===== config.mk =====
export PLATFORM = sky130hd
export DESIGN_NAME = follow_chk_dly
export DESIGN_NICKNAME = d
export VERILOG_FILES = /design/src/rtl/follow_chk_pkg.sv /design/src/rtl/follow_chk_dly.sv
export SDC_FILE = /design/constraint.sdc
export NUM_CORES = 1
export LEC_CHECK = 0
export CORE_MARGIN = 2
export CORE_UTILIZATION = 25
export DETAILED_ROUTE_END_ITERATION = 10
export SYNTH_ARGS = -nofsm -noshare
export SYNTH_HDL_FRONTEND = slang
export SYNTH_SLANG_ARGS = --single-unit

===== constraint.sdc =====
create_clock -name clk -period 1.7 [get_ports clk]
set_input_delay 0.34 -clock clk [delete_from_list [all_inputs] [get_ports clk]]
set_output_delay 0.34 -clock clk [all_outputs]
set_load 0.02 [all_outputs]

===== src/rtl/follow_chk_pkg.sv =====
// Shared types and helpers for the follow checker: FSM state encoding and latency clamping.
package follow_chk_pkg;

  localparam int MAX_LAT_DEF = 7;

  typedef enum logic [1:0] {IDLE, FILL, CHECK} state_t;

  function automatic int clamp_lat(input int lat, input int max_lat);
    return (lat > max_lat) ? max_lat : lat;
  endfunction

endpackage


===== src/rtl/follow_chk_dly.sv =====
// Free-running MAX_LAT-deep shift register of x with a latency-selected tap;
// lat=0 passes x straight through without a register.
module follow_chk_dly import follow_chk_pkg::*; #(
  parameter int WIDTH   = 8,
  parameter int MAX_LAT = MAX_LAT_DEF,
  parameter int LAT_W   = 3
) (
  input  logic             clk,
  input  logic             rst_n,
  input  logic [WIDTH-1:0] x,
  input  logic [LAT_W-1:0] lat,
  output logic [WIDTH-1:0] x_d
);

  logic [WIDTH-1:0] stage [1:MAX_LAT];

  always_ff @(posedge clk) begin
    if (!rst_n) begin
      for (int i = 1; i <= MAX_LAT; i++) stage[i] <= '0;
    end else begin
      stage[1] <= x;
      for (int i = 2; i <= MAX_LAT; i++) stage[i] <= stage[i-1];
    end
  end

  always_comb begin
    x_d = x;
    for (int i = 1; i <= MAX_LAT; i++) begin
      if (int'(lat) == i) x_d = stage[i];
    end
  end

endmodule


; ---- After elaboration in Yosys (flattened, before gate mapping)
; Memory sizes are Yosys's and may differ from the RTL's.
; Cells that the tools add are included.
[word_totals]
reg_bits = 0
ram_bits = 56
inputBits = 13
output_inout_bits = 8
word_cells = 31
mem_count = 1
[memory_table]
columns = name, words, width, read_ports, rd_ports_with_merged_regs, wr, line
row1 = stage, 7, 8, 7, 0, 7, follow_chk_dly.sv:15  ; logic [WIDTH-1:0] stage [1:MAX_LAT];
[classes]
n_eq_ne = 7
n_mux = 16
bitwise_logic = 7
[op_table]
columns = op, n
row1 = 8-bit 2-to-1 mux, 14
row2 = 3-bit == test (second input constant), 4
row3 = 1-bit bitwise OR, 7
row4 = 3-bit by 2-bit == test with 1-bit output (second input constant), 2
row5 = 3-bit by 1-bit == test with 1-bit output (second input constant), 1
row6 = 1-bit 2-to-1 mux, 2

; ---- Logic depth before layout (Yosys ltp)
[logic_depth]
depth_word = 8
mapped_depth = 5
depth_no_buf = 3

; ---- Least setup slack after synthesis
; OpenSTA, ideal clock, no wires.
[synth_timing]
kind = input-to-output
start = input port lat[2]
end = output port x_d[4]
arrival_time_ns = 1.455
required_ns = 1.360
slack_ns = -0.095
cell_stages = 5
n_path_buf = 2
path_cell_list = buf_4 -> buf_8 -> nand2_2 -> a31oi_1 -> o32ai_1
[synth_via]
elab_chain_cells = 8
elab_cells_between_ends = 14
cone_classes = eq/ne: 7 / mux: 7
[synth_rtl]
columns = item, line
row1 = start: declaration, follow_chk_dly.sv:11  ; input logic [LAT_W-1:0] lat,
row2 = 3-bit by 2-bit == test with 1-bit output, follow_chk_dly.sv:29  ; if (int'(lat) == i) x_d = stage[i];
row3 = 8-bit 2-to-1 mux (6 in a row), follow_chk_dly.sv:29
row4 = 8-bit 2-to-1 mux (*), follow_chk_dly.sv:29
row5 = end: declaration, follow_chk_dly.sv:12  ; output logic [WIDTH-1:0] x_d
; Every way passes the cells marked *; elsewhere a longest branch is shown, timed or not.

; ---- Worst setup path in the final report
[layout_timing]
start = input port lat[0]
end = output port x_d[4]
; Same word-level chain as after synthesis.

==> results_dict.tcl <==
set metrics [dict create \
    startpoint_type "input pin" \
    min_period_over_period_pct 100.2 \
    ys_ff_latch 56 \
    dp_hpwl_mm 2.821 \
    drt_iter0_drc 54 \
    synth_top_area_share_pct 52.24 \
    dp.cells 323 \
    clk_latency_ns 0.31 \
    wl_per_cell_um 13.48 \
    syn_area_per_cell_um2 10.95 \
    drc 0 \
    clkTransAtPathRegs_ns 0.11 \
    vias_per_cell 4.369 \
    crit_required_ns 1.36 \
    final_cells 336 \
    power_frac_seq_pct 54.6 \
    fp.dieArea_um2 9340 \
    tightest_slew_ns 0.2445 \
    fp.dieW_um 96.65 \
    fin_area_um2 2954 \
    gp_congestion 0.7500 \
    end_kind "primary output" \
    rows 33 \
    cts_max_level 2 \
    clkSinkCount 56 \
    worstReg2RegStart "stage[0][45]" \
    critical_path_class "input pin to primary output" \
    p_leak_nw 1.200 \
    finalWorstSetupSlack_ns -0.003751 \
    die_y_um 96.65 \
    fin_util_pct 35.77 \
    reg2reg_depth 2 \
    intPower_mw 1.839 \
    n_antenna_cell 0 \
    pre_cts_slack_ns -0.9217 \
    regMostFlops "stage" \
    hp-start "x[4]" \
    hold_end "stage[0][12]" \
    fin_setup_tns_ns -0.003751 \
    grt_overflow 0 \
    cts_buffer_depth 2 \
    drive_gt1_share_pct 35.93 \
    dpl-instance-area_um2 2575 \
    synth_area_leaders "dfxtp_1, and2_1, mux2i_1, o22ai_1, a2bb2oi_1" \
    crit_arrival_ns 1.36 \
    ios 21 \
    synth_flop_cell "dfxtp_1" \
    routed_wl_mm 4.529 \
    grt.total_usage_pct 10.25 \
    synthCells 196 \
    synth-seq-area-share_pct 52.24 \
    core_area_um2 8258 \
    synthArstFlopShare_pct 0 \
    dr.pass1.iters 4 \
    r2r_setup_slack_ns 1.01 \
    top_regs "stage (56)" \
    grt_max_degree 57 \
    numCtsBuffers 5 \
    holdWs_ns 0.4190 \
    layout.nets 243 \
    yosys.area.top_type "dfxtp_1" \
    synth_area_um2 2146 \
    clock.fmax_mhz 586.9 \
    rsz0062_at_grt "yes" \
    dr_total_vias 1468 \
    grt_pass1_wl_mm 7.790 \
    switchingPower_mw 0.6434 \
    slew_viol_final 0 \
    ir_worst_vdd_mv 0.4506 \
    relSlewSlack_pct 83.23 \
    violations "negative setup slack" \
    post-route-min-period_ns 1.704 \
    cts_tree "yes" \
    grt_antenna_before_repair 0 \
    p_comb_share_pct 14.5 \
    reg2reg_to "stage[0][53]" \
    synth_edf_count 0 \
    syn_nets 209 \
    setup_viol 1 \
    final_hold_viol_count 0 \
    cts_root_buffer "clkbuf_8" \
    first_global_vias 1497 \
    yosysMostFrequentCell "and2_1" \
    detail-route-antenna-nets 0 \
    p_total_mw 2.483 \
    hp-class "input pin to flop" \
    powerDensity_nw_per_um2 840.4 \
    clock_power_share_pct 30.9 \
    max_cap_violations 0 \
    area_growth_pct 37.67 \
    yosys_warnings 0 \
    status "complete, but fails checks" \
    switching_share_pct 25.92 \
    ys_types 19 \
    synth_common_cells "and2_1, dfxtp_1, mux2i_1" \
    largest_register_ffs 56 \
    crit_fanout 5 \
    start_util_pct 25.98 \
    skew_ns 0.01369 \
    hold_depth 2 \
    io_buffers 20 \
]
-- layout by cell type (no fill, tap or decap), types with 4 or more instances in the layout --
| master | Yosys | layout |
|---|---|---|
| dfxtp_1 | 56 | 54 |
| buf_8 | 1 | 4 |
| and2_1 | 57 | 57 |
| buf_4 | 2 | 18 |
| o22ai_2 | 0 | 11 |
| mux2i_2 | 0 | 5 |
| clkbuf_8 | 0 | 5 |
| a2bb2oi_2 | 0 | 7 |
| mux2i_1 | 29 | 24 |
| buf_6 | 2 | 8 |
| dlygate4sd2_1 | 0 | 8 |
| nor3b_2 | 0 | 4 |
-- per-layer routing --
layer	up-vias	track usage, %	wire length, µm
li1	738	-	-
met1	704	15.43	2346
met2	21	14.64	2040
met3	5	2.457	104
met4	0	2.600	38
met5	-	0	0
-- worst max-delay path, stage by stage --
cell and delay, ns:
buf_8 0.11, buf_8 0.13, buf_16 0.13, buf_4 0.13
a211oi_4 0.25, o32ai_2 0.11, buf_4 0.16
-- power groups by stage --
stage               Sequential [mW]  Combinational (mW)  Clock (mW)
floorplan                      1.38               0.179           0
global placement               1.38               0.291           0
detailed placement             1.38               0.291           0
CTS                            1.35               0.344       0.781
global route                   1.36               0.386       0.844
finish                         1.36               0.361       0.766
-- worst max path at each step --
stage                       startpoint     end  cells after the start
after floorplan                 lat[2]  x_d[4]                      5
after global placement          lat[0]  x_d[4]                      5
after detailed placement        lat[0]  x_d[4]                      5
after CTS                 stage[0][36]  x_d[4]                      4
after global routing            lat[0]  x_d[4]                      7
final                           lat[0]  x_d[4]                      7
-- kinds of logic after synthesis --
group	count (synthesis)	share of synthesized area (%)
simple gates	69	20.53
flops	56	52.25
mux	31	14.58
compound gates	25	8.280
buf+inv	15	4.373
-- final cells by class --
cell class / count / area, µm²
repair buffers: 42 / 417.9
clock buffers: 5 / 68.82
well taps: 105 / 131.4
flip-flops and latches: 56 / 1124
clock inverters: 3 / 27.53
multi-input cells: 125 / 1185
fillers: 858 / 5304
-- timing repair --
| action | CTS | global route |
|---|---|---|
| hold buffers | 0 | 0 |
| endpoints found under the setup margin | 8 | 7 |
| cloned | 1 | 0 |
| pin swaps | 14 | 7 |
| buffers inserted | 6 | 0 |
| gates resized for setup | 101 | 17 |
(Power assumes the default switching activity.)
